[src/rtl/dram_arbiter.sv]
// Round-robin, bounded-hold arbiter sharing one DRAM port among several cores.
// Read data is steered back to the issuing core after a fixed read latency.
module dram_arbiter #(
    parameter int unsigned NUM_CORES = 4,
    parameter int unsigned ADDR_W    = 16,
    parameter int unsigned DATA_W    = 8,
    parameter int unsigned READ_LAT  = 1,
    parameter int unsigned MAX_HOLD  = 8
) (
    input  logic                          i_clk,
    input  logic                          i_rst,
    input  logic [NUM_CORES-1:0]          i_req,
    input  logic [NUM_CORES-1:0]          i_we,
    input  logic [NUM_CORES*ADDR_W-1:0]   i_addr,
    input  logic [NUM_CORES*DATA_W-1:0]   i_wdata,
    output logic [NUM_CORES-1:0]          o_gnt,
    output logic [NUM_CORES-1:0]          o_rvalid,
    output logic [DATA_W-1:0]             o_rdata,
    output logic [ADDR_W-1:0]             o_dram_addr,
    output logic [DATA_W-1:0]             o_dram_data,
    output logic                          o_dram_read,
    output logic                          o_dram_write,
    input  logic [DATA_W-1:0]             i_dram_q,
    output logic                          o_busy
);

    localparam int unsigned IdW = (NUM_CORES > 1) ? $clog2(NUM_CORES) : 1;
    localparam logic [7:0] HoldLast = 8'(MAX_HOLD - 1);
    localparam logic [NUM_CORES-1:0] OneCore = {{(NUM_CORES-1){1'b0}}, 1'b1};

    typedef enum logic [0:0] {StArb, StOwn} state_e;

    state_e               state_q;
    logic [NUM_CORES-1:0] gnt_q;
    logic [IdW-1:0]       own_q;
    logic [IdW-1:0]       ptr_q;
    logic [7:0]           hold_q;
    logic [ADDR_W-1:0]    addr_q;
    logic [DATA_W-1:0]    data_q;
    logic [READ_LAT-1:0]  pipe_vld_q;
    logic [IdW-1:0]       pipe_id_q [READ_LAT];

    logic                 access;
    logic                 acc_we;
    logic [ADDR_W-1:0]    acc_addr;
    logic [DATA_W-1:0]    acc_data;
    logic                 sel_found;
    logic [IdW-1:0]       sel_id;

    function automatic logic [IdW-1:0] wrap_id(input int unsigned base, input int unsigned off);
        int unsigned s;
        s = base + off;
        if (s >= NUM_CORES) s = s - NUM_CORES;
        return s[IdW-1:0];
    endfunction

    // gnt_q is one-hot in OWN and zero in ARB, so it doubles as the access mux select.
    always_comb begin
        acc_addr = '0;
        acc_data = '0;
        for (int k = 0; k < NUM_CORES; k++) begin
            if (gnt_q[k]) begin
                acc_addr = i_addr[k*ADDR_W +: ADDR_W];
                acc_data = i_wdata[k*DATA_W +: DATA_W];
            end
        end
    end

    assign access = |(gnt_q & i_req);
    assign acc_we = |(gnt_q & i_we);

    always_comb begin
        sel_found = 1'b0;
        sel_id    = '0;
        for (int i = 0; i < NUM_CORES; i++) begin
            if (!sel_found && i_req[wrap_id(32'(ptr_q), unsigned'(i))]) begin
                sel_found = 1'b1;
                sel_id    = wrap_id(32'(ptr_q), unsigned'(i));
            end
        end
    end

    always_ff @(posedge i_clk) begin
        if (i_rst) begin
            state_q <= StArb;
            gnt_q   <= '0;
            own_q   <= '0;
            ptr_q   <= '0;
            hold_q  <= '0;
            addr_q  <= '0;
            data_q  <= '0;
        end else begin
            if (access) begin
                addr_q <= acc_addr;
                data_q <= acc_data;
            end
            unique case (state_q)
                StArb: begin
                    if (sel_found) begin
                        gnt_q   <= OneCore << sel_id;
                        own_q   <= sel_id;
                        hold_q  <= '0;
                        state_q <= StOwn;
                    end
                end
                StOwn: begin
                    if (!access || hold_q == HoldLast) begin
                        gnt_q   <= '0;
                        ptr_q   <= wrap_id(32'(own_q), 32'd1);
                        state_q <= StArb;
                    end else begin
                        hold_q <= hold_q + 8'd1;
                    end
                end
                default: state_q <= StArb;
            endcase
        end
    end

    // Each stage carries {valid, core id} of one read access toward its data return.
    always_ff @(posedge i_clk) begin
        if (i_rst) begin
            pipe_vld_q <= '0;
            for (int i = 0; i < READ_LAT; i++) pipe_id_q[i] <= '0;
        end else begin
            pipe_vld_q[0] <= access & ~acc_we;
            pipe_id_q[0]  <= own_q;
            for (int i = 1; i < READ_LAT; i++) begin
                pipe_vld_q[i] <= pipe_vld_q[i-1];
                pipe_id_q[i]  <= pipe_id_q[i-1];
            end
        end
    end

    assign o_gnt        = gnt_q;
    assign o_rvalid     = pipe_vld_q[READ_LAT-1] ? (OneCore << pipe_id_q[READ_LAT-1]) : '0;
    assign o_rdata      = i_dram_q;
    assign o_dram_addr  = access ? acc_addr : addr_q;
    assign o_dram_data  = access ? acc_data : data_q;
    assign o_dram_read  = access & ~acc_we;
    assign o_dram_write = access & acc_we;
    assign o_busy       = (|gnt_q) | (|pipe_vld_q);

endmodule

[config.mk]
export PLATFORM = sky130hd
export DESIGN_NAME = dram_arbiter
export DESIGN_NICKNAME = d
export VERILOG_FILES = /design/src/rtl/dram_arbiter.sv
export SDC_FILE = /design/constraint.sdc
export NUM_CORES = 1
export LEC_CHECK = 0
export BUFFER_PORTS_ARGS = -buffer_cell sky130_fd_sc_hd__buf_2
export CORE_UTILIZATION = 41
export CTS_CLUSTER_SIZE = 24
export DETAILED_ROUTE_END_ITERATION = 10
export PLACE_DENSITY = 0.79
export SLEW_MARGIN = 0
export SYNTH_ARGS = -nofsm -noshare
export SYNTH_HDL_FRONTEND = slang
export SYNTH_SLANG_ARGS = --single-unit
[constraint.sdc]
create_clock -name i_clk -period 1.6 [get_ports i_clk]
set_input_delay 0.16 -clock i_clk [delete_from_list [all_inputs] [get_ports i_clk]]
set_output_delay 0.16 -clock i_clk [all_outputs]
set_load 0.05 [all_outputs]
==> results.txt <==
CP Max Fanout: 11
Worst hold start: i_rst
Gp weighted congestion: 0.874
Crit-path cells: and2b_4 > buf_16 > a221oi_1 > a211o_1 > a31oi_4 > buf_6
Tmin final: 2.05 ns
Post-synthesis sequential area ratio: 0.305
Clock transition at the registers of the reported paths: 0.08 ns
Crit. End Element: output pin
Synth warn: 0
Fin cells: 594
Clock Sinks: 44
GRT overflow: 0
Top cell type's share of synthesized area: 0.305
Worst slew margin: 0.679
Starting density of the core: 0.425
# rows: 30
Power Dens Cells: 1100 mW/mm²
Largest net degree at the start of global routing: 52
ANT cells: 0
FF-to-FF setup slack: -0.19 ns
Top_reg_cell synth: dfxtp_1
Critical R2R Capture: ptr_q[1]
Total Routing Usage GR: 0.250
H-tree Lvls: 2
Crit path launch type: register
Drt initial violations: 140
Failing checks: negative setup slack
Cts hold-fix bufs: 0
Period Utilization, post-route: 1.28
First-pass GRT wire length: 14800 µm
Total power: 5180 µW
Worst Tran Pin Value: 0.478 ns
Final setup margin: -0.454 ns
Share of layout cells above drive strength 1: 0.548
Syn nets: 462
Synthesized area: 0.00289 mm²
Clock buffers created by TritonCTS: 5
Die Y: 85.9 µm
WS Path Type: register to output pin
Syn Inst Count: 347
#FFs+latches synth: 44
Worst Hold Class: input port to register
Vias/cell: 5.45
Worst EP required: 1.44 ns
Status: finished, violations left
Pleak: 0.00205 µW
Longest Clk Path Bufs: 2
Library cells used by synthesis: 49
Synth-to-Final Area Change: 63.9%
Final wirelength: 9540 µm
Placed Instance Area: 0.00410 mm²
CTS root buf: clkbuf_8
Drt first pass iters: 4
Max Clock Freq: 0.487 GHz
Async SR Flop Fraction: 0
CTS tree: built
Detailed placement HPWL: 6340 µm
Initial antenna violation count: 0
Setup violations, final: 58
Endpoints failing hold: 0
Final instance area: 0.00473 mm²
Core area: 0.00679 mm²
Leading area contributor after synthesis: dfxtp_1
Hold depth: 2
Placed insts: 575
Worst reg2reg path startpoint: o_gnt[1]
Unrepaired setup endpoints after global routing: yes
Vias in the first global route: 3230
Syn_area_per_cell: 8.31 µm²
Antenna-violating nets left: 0
Final clock skew: 0.00673 ns
Hold Path End: pipe_vld_q
Clock latency on the worst-skew pair: 0.29 ns
EDFF count, synth: 0
Total Nets Final: 612
Post-route DRC violation count: 0
Wire per inst: 16.1 µm
DR vias: 3239
I/O pins: 157
# port buffers: 140
Hold Slack: 0.270 ns
Critical Path Max Stage Delay: 0.35 ns
Synth top area cells: dfxtp_1 31%, a31oi_2 8.7%, a211o_1 7.3%, a221oi_1 5.2%, nand2_1 4.7%
Reg2reg path depth: 9
CP max-delay cell: dfxtp_4
Fill cells: 513
Worst VDD drop: 595 µV
Max Slew Vio Count: 0
Die Wd: 85.9 µm
Maxcap violations: 0
Die ar.: 0.00738 mm²
Worst Path Arrival: 1.89 ns
[power breakdown]
part           switching [µW]  internal, µW  total (µW)
combinational            1840          1350        3190
clock                     359           307         666
sequential               91.0          1230        1320
[synth_stat cells, types with 2 or more instances]
cell	count
and2_1	2
nand3_1	3
a221oi_1	17
dfxtp_1	44
a31oi_1	6
nor2_1	36
a221oi_2	8
or4_1	2
a22o_1	2
o2bb2ai_1	2
nand2b_1	3
inv_1	27
a31oi_2	20
o211ai_1	2
a21oi_1	4
buf_6	3
clkbuf_1	13
nor2b_1	19
o21ai_0	5
nor3_1	5
buf_4	13
a211oi_1	3
buf_2	7
and4_1	2
a211o_1	24
nand2_1	36
and2b_1	12
nand4_1	5
a22oi_1	2
[cell type report]
| class | instances | area [µm²] | share of cell area |
|---|---|---|---|
| inverters | 27 | 101 | 0.0214 |
| flip-flops and latches | 44 | 896 | 0.189 |
| multi-input cells | 239 | 2160 | 0.456 |
| clock inverters | 1 | 5.00 | 0.00106 |
| clock buffers | 7 | 76.3 | 0.0161 |
| well taps | 96 | 120 | 0.0254 |
| repair buffers | 180 | 1370 | 0.290 |
[what timing repair did]
| item | 4_1_cts | 5_1_grt |
|---|---|---|
| resized for setup | 94 | 23 |
| setup buffers | 5 | 4 |
| endpoints found under the setup margin | 50 | 63 |
| cloned | 2 | 2 |
| pin swaps | 6 | 21 |
[how the worst max path moves through the flow]
stage	startpoint	end	depth (start not counted)
final	o_gnt[1]	o_dram_data[0]	6
after global routing	o_gnt[1]	o_dram_data[4]	6
after CTS	o_gnt[1]	o_dram_addr[8]	6
after detailed placement	o_gnt[1]	o_dram_addr[10]	6
after global placement	o_gnt[1]	o_dram_addr[8]	6
after floorplan	o_gnt[1]	addr_q[14]	7
[kinds of logic (layout without fill, tap and decap cells)]
logic type,Yosys count,after routing,synth area share
compound gates,102,102,0.333
xor+xnor,2,2,0.00607
fa+ha+maj,1,1,0.00434
buf+inv,64,215,0.111
flops,44,44,0.305
mux,2,2,0.00737
simple gates,132,132,0.233
[worst max-delay path: cells and delay by family (launching register included)]
family                 cells  cell delay [ns]
buffers and inverters      2             0.35
AO/OA/AOI/OAI              3             0.56
flip-flops                 1             0.35
AND/OR/NAND/NOR            1             0.34
[per-layer routing]
metal,vias to the layer above,share of wire,GRT usage
met5,-,0,0
met4,0,0.011,0.0576
met3,11,0.046,0.0385
met2,115,0.53,0.475
met1,1564,0.42,0.291
li1,1549,-,-
[placed cells by master (no fill, tap or decap), types with 3 or more instances in the layout]
cell type,count
a221oi_2,18
buf_6,31
nand2_1,34
clkbuf_8,5
buf_4,21
a21oi_1,3
a221oi_1,7
a31oi_4,24
nand4_1,5
nor2_2,16
nor2_1,15
inv_1,27
nor2b_1,19
nor2_4,5
and2b_1,11
a211o_1,24
nand2b_1,3
buf_12,8
dfxtp_1,40
nor3_1,5
dfxtp_4,4
buf_2,114
[flip-flops by register name (all words and copies together), names as in the netlist]
signal,count
addr_q,16
data_q,8
hold_q,8
o_gnt,4
own_q,2
pipe_id_q,2
ptr_q,2
pipe_vld_q,1
state_q,1
[metrics by stage]
step	setup slack, ns	util	setup TNS (ns)
after floorplan	-0.203	-	-7.57
after global placement	-0.195	0.603	-3.88
after detailed placement	-0.224	0.603	-4.94
after CTS	-0.440	0.670	-10.25
after global routing	-0.499	0.696	-16.07
final	-0.454	0.696	-12.88
Power figures use the tool's default switching activity.
